==> config.mk <==
export PLATFORM = sky130hd
export DESIGN_NAME = uart_tx_arbiter
export DESIGN_NICKNAME = d
export VERILOG_FILES = /design/src/rtl/uart_tx_arbiter.sv
export SDC_FILE = /design/constraint.sdc
export NUM_CORES = 1
export LEC_CHECK = 0
export BUFFER_PORTS_ARGS = -buffer_cell sky130_fd_sc_hd__buf_2
export CORE_UTILIZATION = 30
export CTS_BUF_LIST = sky130_fd_sc_hd__clkbuf_4 sky130_fd_sc_hd__clkbuf_8
export DETAILED_ROUTE_END_ITERATION = 8
export PLACE_DENSITY_LB_ADDON = 0.1
export SYNTH_ARGS = -nofsm -noshare
export SYNTH_HDL_FRONTEND = slang
export SYNTH_SLANG_ARGS = --single-unit
==> constraint.sdc <==
create_clock -name clk -period 2.09 [get_ports clk]
set_input_delay 0.3135 -clock clk [delete_from_list [all_inputs] [get_ports clk]]
set_output_delay 0.3135 -clock clk [all_outputs]
set_load 0.005 [all_outputs]
==> src/rtl/uart_tx_arbiter.sv <==
// Round-robin arbiter sharing one UART byte transmitter among NUM_REQ sources.
// One byte per grant, waits for tx_done (or watchdog abort), optional idle gap.
module uart_tx_arbiter #(
    parameter int NUM_REQ        = 4,
    parameter int GAP_CYCLES     = 0,
    parameter int TIMEOUT_CYCLES = 4096,
    localparam int IDW = (NUM_REQ > 1) ? $clog2(NUM_REQ) : 1
) (
    input  logic                 clk,
    input  logic                 reset,
    input  logic [NUM_REQ-1:0]   req,
    input  logic [8*NUM_REQ-1:0] req_data,
    output logic [NUM_REQ-1:0]   req_ack,
    output logic [NUM_REQ-1:0]   req_done,
    output logic                 tx_start,
    output logic [7:0]           tx_data,
    input  logic                 tx_done,
    output logic                 busy,
    output logic [IDW-1:0]       grant_id,
    output logic                 timeout_err
);

    localparam int WDW = $clog2(TIMEOUT_CYCLES);
    localparam logic [WDW-1:0] WD_LAST = WDW'(TIMEOUT_CYCLES - 1);
    localparam logic [7:0] GAP_LAST =
        8'((GAP_CYCLES > 0) ? GAP_CYCLES - 1 : 0);

    typedef enum logic [1:0] {
        IDLE,
        WAIT_DONE,
        GAP
    } state_t;

    state_t         state;
    logic [IDW-1:0] last_grant;
    logic [WDW-1:0] wd;
    logic [7:0]     gap_cnt;

    logic [IDW-1:0] win;
    logic [IDW-1:0] idx;
    logic           found;
    int             s;

    // Search upward from the slot after the last winner, wrapping at NUM_REQ.
    always_comb begin
        win   = last_grant;
        idx   = '0;
        found = 1'b0;
        s     = 0;
        for (int k = 1; k <= NUM_REQ; k++) begin
            s = int'(last_grant) + k;
            if (s >= NUM_REQ) s = s - NUM_REQ;
            idx = IDW'(s);
            if (!found && req[idx]) begin
                found = 1'b1;
                win   = idx;
            end
        end
    end

    always_ff @(posedge clk or posedge reset) begin
        if (reset) begin
            state       <= IDLE;
            last_grant  <= IDW'(NUM_REQ - 1);
            wd          <= '0;
            gap_cnt     <= '0;
            req_ack     <= '0;
            req_done    <= '0;
            tx_start    <= 1'b0;
            tx_data     <= '0;
            busy        <= 1'b0;
            grant_id    <= '0;
            timeout_err <= 1'b0;
        end else begin
            req_ack     <= '0;
            req_done    <= '0;
            tx_start    <= 1'b0;
            timeout_err <= 1'b0;
            unique case (state)
                IDLE: begin
                    if (found) begin
                        tx_start   <= 1'b1;
                        tx_data    <= req_data[8*win +: 8];
                        req_ack    <= NUM_REQ'(1) << win;
                        grant_id   <= win;
                        last_grant <= win;
                        wd         <= '0;
                        busy       <= 1'b1;
                        state      <= WAIT_DONE;
                    end
                end
                WAIT_DONE: begin
                    if (tx_done || wd == WD_LAST) begin
                        if (tx_done) begin
                            req_done <= NUM_REQ'(1) << grant_id;
                        end else begin
                            timeout_err <= 1'b1;
                        end
                        gap_cnt <= '0;
                        if (GAP_CYCLES > 0) begin
                            state <= GAP;
                        end else begin
                            state <= IDLE;
                            busy  <= 1'b0;
                        end
                    end else begin
                        wd <= wd + 1'b1;
                    end
                end
                GAP: begin
                    if (gap_cnt == GAP_LAST) begin
                        state <= IDLE;
                        busy  <= 1'b0;
                    end else begin
                        gap_cnt <= gap_cnt + 1'b1;
                    end
                end
                default: begin
                    state <= IDLE;
                    busy  <= 1'b0;
                end
            endcase
        end
    end

endmodule

==> results of run 1 <==
-- stage by stage --
stage                     utilization  hold slack (ps)  total power [mW]
after floorplan                     -              454              1.76
after global placement          0.385              442              2.13
after detailed placement        0.385              439              2.14
after CTS                       0.406              125              2.77
after global routing            0.406              137              2.95
final                           0.406              110              2.72
-- kinds of logic after synthesis --
family | share of synthesized area
fa+ha+maj | 0.00711
xor+xnor | 0.0149
buf+inv | 0.0341
simple gates | 0.187
mux | 0.103
compound gates | 0.155
flops | 0.499
-- state kept, by name (all words and copies together), names as in the netlist --
signal       flops
req_done         4
tx_data          8
timeout_err      1
last_grant       2
tx_start         1
grant_id         2
busy             1
wd              12
req_ack          4
-- routing by layer --
metal  track usage  share of wire
met1         0.173           0.47
met2         0.211           0.47
met3        0.0442          0.046
met5             0              0
met4        0.0500          0.013
-- worst max-delay path by stage --
stage / from / to
final: wd[0]$_DFFE_PP0P_ / wd[0]$_DFFE_PP0P_
after global routing: wd[0]$_DFFE_PP0P_ / wd[0]$_DFFE_PP0P_
after CTS: wd[0]$_DFFE_PP0P_ / wd[0]$_DFFE_PP0P_
after detailed placement: wd[0]$_DFFE_PP0P_ / wd[0]$_DFFE_PP0P_
after global placement: last_grant[0]$_DFFE_PP1P_ / tx_data[1]$_DFFE_PP0P_
after floorplan: last_grant[0]$_DFFE_PP1P_ / tx_data[4]$_DFFE_PP0P_
-- critical path, stage by stage (launching register included) --
cell and delay (ps):
dfrtp_1 390, ha_1 230, nand2_1 140, nor4_4 440, nor2_1 250, mux2_2 320
-- synthesized netlist by cell type, drive strengths merged, types with 2 or more instances --
cell type,instances
nand2b,3
and3,2
xnor2,3
a21oi,3
mux2i,17
buf,2
o31ai,2
o21a,2
dfrtp,33
dfstp,2
o221ai,8
nand4,2
a21o,2
nand3,4
o21ai,17
nor2,15
nor2b,2
nor4,3
clkbuf,4
nor3,7
nand2,29
inv,4
-- power groups by stage --
stage	Clock [mW]	Combinational [mW]	Sequential [mW]
2_1_floorplan	0	0.715	1.05
3_3_place_gp	0	1.09	1.05
3_5_place_dp	0	1.09	1.05
4_1_cts	0.650	1.09	1.04
5_1_grt	0.686	1.20	1.06
6_report	0.628	1.06	1.03
-- layout make-up --
cell class                      instances  share of cell area
Clock buffer                            6              0.0365
Clock inverter                          2              0.0155
Inverter                                5             0.00829
Multi-Input combinational cell        128               0.363
Sequential cell                        35               0.388
Tap cell                               72              0.0398
Timing Repair Buffer                   63               0.149
==> run summary, run 1 <==
status -> finished, final reports clean
#FFs+latches synth -> 35
Final Cycle Share -> 0.898
clock slew at reported path FFs -> 70 ps
Mapped Cells -> 174
Worst Reg-to-Reg Cells -> 5
Synth area leader -> dfrtp_1
Area Growth Syn to Fin -> 28.6%
Pwr Density -> 1200 nW/um^2
Yosys top cell area share -> 0.469
Post-Route WL -> 3.90 mm
startpoint types -> register
number of synthesized flops with an enable pin -> 0
IO Pins -> 60
final worst slack -> 213 ps
register area -> 878 sq um
Max Cap Viol -> 0
Int Power -> 1.77 mW
Die W -> 78.6 microns
Clk network pwr share -> 0.231
clk_lat worst skew -> 280 ps
DR vias -> 1,487
cts bufs inserted -> 5
Sink Count -> 35
first-pass GRT wire length -> 6.45 mm
Comb pwr share -> 0.390
I/O Buffers -> 59
cts repair resizes -> 0
CTS tree -> done
total gr overflow -> 0
crit end category -> register
Seq/Total Area, Yosys -> 0.499
CTS HTree Levels -> 2
Max Fclk -> 533 MHz
cell area after synthesis -> 1760 sq um
worst min-delay path class -> input pin to async pin
most frequent cells in the layout -> buf_2, dfrtp_1, nand2_1
vias per cell -> 4.78
hold buffer count at cts -> 0
layout cells sized above 1 -> 0.335
placed instance area -> 2150 sq um
clk buf depth -> 2
vias in the first global route -> 1,314
NetSw -> 956 uW
actual slew at the worst max-slew pin -> 610 ps
kind of critical path -> register to register
post-layout minimum cycle time -> 1880 ps
setup bufs post-CTS -> 0
Post-Synthesis Net Count -> 214
static leakage -> 1.12 nW
core footprint -> 5570 sq um
R2R Setup Slk -> 210 ps
Initial DRC Count -> 69
antenna violations before repair -> 0
Final setup violation count -> 0
final hold violations -> 0
placed cells -> 303
antenna-violating nets left -> 0
worst r2r src -> wd[0]$_DFFE_PP0P_
Rel. slew slack -> 0.592
post-route cell area -> 2260 sq um
Distinct cells, synth -> 37
Peak VDD IR -> 0.506 mV
Starting Density -> 0.316
Final HPWL DP -> 2.86 mm
Area contributors post-synth -> dfrtp_1, mux2i_1, nand2_1
1st-pass router iterations -> 4
Syn Area/Cell -> 10.1 sq um
Inserted Diodes -> 0
All-Layer GR Usage -> 0.135
Primary FF master, synth -> dfrtp_1
Std-Cell Rows -> 27
switching share of power -> 0.351
Die Area -> 6180 sq um
WL/cell -> 12.5 microns
peak fanout along the critical path -> 10
clock skew -> 4.64 ps
root buffer cell -> clkbuf_8
dpl ws -> 236 ps
largest net degree at the start of global routing -> 36
Reg-to-Reg End -> wd[0]$_DFFE_PP0P_
Layout Cells excl Fill -> 311
unrepaired setup endpoints after global routing -> no
GP Congestion -> 0.775
TNS Setup -> 0 ps
Die H -> 78.6 microns
FILL cells -> 559
area of the multi-input gates -> 822 sq um
CP required -> 2260 ps
Max Slew Vio Count -> 0
Ys Warns -> 0
commonest non-fill, non-tap cell in the layout -> buf_2
Final #Nets -> 278
drt drc -> 0
ys async rst share -> 1.00
WP data arrival -> 2050 ps
Seq pwr share -> 0.379
(Power assumes the default switching activity.)
==> inputs of run 2 (changes only) <==
- PLACE_DENSITY_LB_ADDON: 0.1 -> unset
==> run 2 against run 1 <==
Net effect:
- sequential share of layout area rose by 0.13 points
- worst setup slack improved by 88 ps
- clock power decreased by 20%
- flip-flop and latch count unchanged
- fmax rose by 4.9%
- final area fell by 0.33%
- via count is 1.4% higher
- critical path type unchanged
- critical endpoint is now tx_data[5]$_DFFE_PP0P_
==> run summary, run 2 (synthesis results as in run 1) <==
worst min-delay path class -> input pin to async pin
Final #Nets -> 280 (+0.72%)
Post-Route WL -> 3.70 mm (-5.3%)
Sink Count -> 35 (unchanged)
1st-pass router iterations -> 4 (unchanged)
vias in the first global route -> 1,395 (+6.2%)
WL/cell -> 11.8 microns (-5.9%)
startpoint types -> register
Starting Density -> 0.316 (unchanged)
max FFs per register -> 12 (unchanged)
Peak VDD IR -> 0.515 mV (+1.7%)
Die H -> 78.6 microns (unchanged)
commonest non-fill, non-tap cell in the layout -> buf_2
antenna-violating nets left -> 0 (unchanged)
drt drc -> 0 (unchanged)
status -> finished, final reports clean
TNS Setup -> 0 ps (unchanged)
clk_lat worst skew -> 280 ps (about the same)
largest reg by FF count -> wd
Rel. slew slack -> 0.626 (+0.0336)
Initial DRC Count -> 39 (-43%)
cts repair resizes -> 0 (unchanged)
crit end category -> register
clock skew -> 5.63 ps (+0.995 ps)
CTS HTree Levels -> 2 (unchanged)
root buffer cell -> clkbuf_8
I/O Buffers -> 59 (unchanged)
GP Congestion -> 0.794 (+2.4%)
actual slew at the worst max-slew pin -> 559 ps (-50.2 ps)
setup bufs post-CTS -> 0 (unchanged)
Die Area -> 6180 sq um (unchanged)
DR vias -> 1,508 (+1.4%)
final hold violations -> 0 (unchanged)
CTS tree -> done
first-pass GRT wire length -> 6.21 mm (-3.7%)
total power -> 2.61 mW (-4.2%)
peak fanout along the critical path -> 16 (+6)
Max Fclk -> 559 MHz (+4.9%)
clock slew at reported path FFs -> 70 ps (about the same)
Die W -> 78.6 microns (unchanged)
FILL cells -> 570 (+2.0%)
Final HPWL DP -> 2.75 mm (-3.9%)
vias per cell -> 4.82 (+0.76%)
static leakage -> 1.12 nW (about the same)
total gr overflow -> 0 (unchanged)
Largest regs -> wd x12, tx_data x8
final worst slack -> 301 ps (+87.5 ps)
hold slack -> 108 ps (-2.13 ps)
CP required -> 2240 ps (-20 ps)
WP data arrival -> 1940 ps (-110 ps)
Layout Cells excl Fill -> 313 (+0.64%)
core footprint -> 5570 sq um (unchanged)
largest net degree at the start of global routing -> 36 (unchanged)
layout cells sized above 1 -> 0.340 (+0.00552)
IO Pins -> 60 (unchanged)
Std-Cell Rows -> 27 (unchanged)
Max Slew Vio Count -> 0 (unchanged)
antenna violations before repair -> 0 (unchanged)
unrepaired setup endpoints after global routing -> no
post-layout minimum cycle time -> 1790 ps (-87.5 ps)
Pwr Density -> 1160 nW/um^2 (-3.9%)
Inserted Diodes -> 0 (unchanged)
Final setup violation count -> 0 (unchanged)
most frequent cells in the layout -> buf_2, dfrtp_1, nand2_1
kind of critical path -> register to register
Layout Utilization -> 0.405 (-0.00135)
hold buffer count at cts -> 0 (unchanged)
Area Growth Syn to Fin -> 28.2%
clk buf depth -> 2 (unchanged)
Max Cap Viol -> 0 (unchanged)
All-Layer GR Usage -> 0.131 (-0.00454)
cts bufs inserted -> 5 (unchanged)
dpl ws -> 299 ps (+63.0 ps)
placed cells -> 305 (+0.66%)
Final Cycle Share -> 0.856 (-0.0419)
placed instance area -> 2160 sq um (+0.70%)
post-route cell area -> 2260 sq um (-0.33%)
run 2: changes by cell type in the layout (fill, tap and decap cells not counted):
| cell | previous run | this run |
|---|---|---|
| clkbuf_4 | 0 | 1 |
| buf_4 | 3 | 5 |
| bufinv_16 | 1 | 0 |
run 2: layout make-up:
cell class | instances | area, sq um | share of cell area
sequential | 35 | 878 | 0.389
multi-input combinational | 128 | 822 | 0.364
timing repair buffer | 65 | 353 | 0.156
clock buffer | 7 | 90.1 | 0.0399
tap | 72 | 90.1 | 0.0399
inverter | 5 | 18.8 | 0.00831
clock inverter | 1 | 5.00 | 0.00222
run 2: path summary, 6_finish.rpt:
path / from / end / slack (ps) / cells past startpoint
min in group clk: tx_done / req_done[2]$_DFF_PP0_ / 310 / 3
max in group asynchronous: reset / last_grant[0]$_DFFE_PP1P_ / 1640 / 3
hold reg to reg: grant_id[1]$_DFFE_PP0P_ / req_done[1]$_DFF_PP0_ / 480 / 1
hold / removal: reset / tx_data[0]$_DFFE_PP0P_ / 110 / 3
setup / recovery: last_grant[0]$_DFFE_PP1P_ / tx_data[5]$_DFFE_PP0P_ / 300 / 6
setup reg to reg: last_grant[0]$_DFFE_PP1P_ / tx_data[5]$_DFFE_PP0P_ / 300 / 6
run 2: worst max-delay path, cell delays in order (launching register included):
cell,delay [ps]
dfstp_2,570
nor2b_1,60
a21o_1,180
a221oi_4,290
buf_12,200
mux2i_1,220
o221ai_1,120
run 2: report_power, final:
group	leakage [nW]	internal, mW	switching (mW)
logic	0.612	0.502	0.561
registers	0.455	0.892	0.149
clock network	0.0517	0.278	0.227
run 2: per-layer routing:
layer	track usage	vias to the layer above	wire length, microns
li1	-	757	-
met5	0	-	0
met3	0.0314	7	201
met1	0.163	691	1690
met2	0.206	53	1720
met4	0.0722	0	85
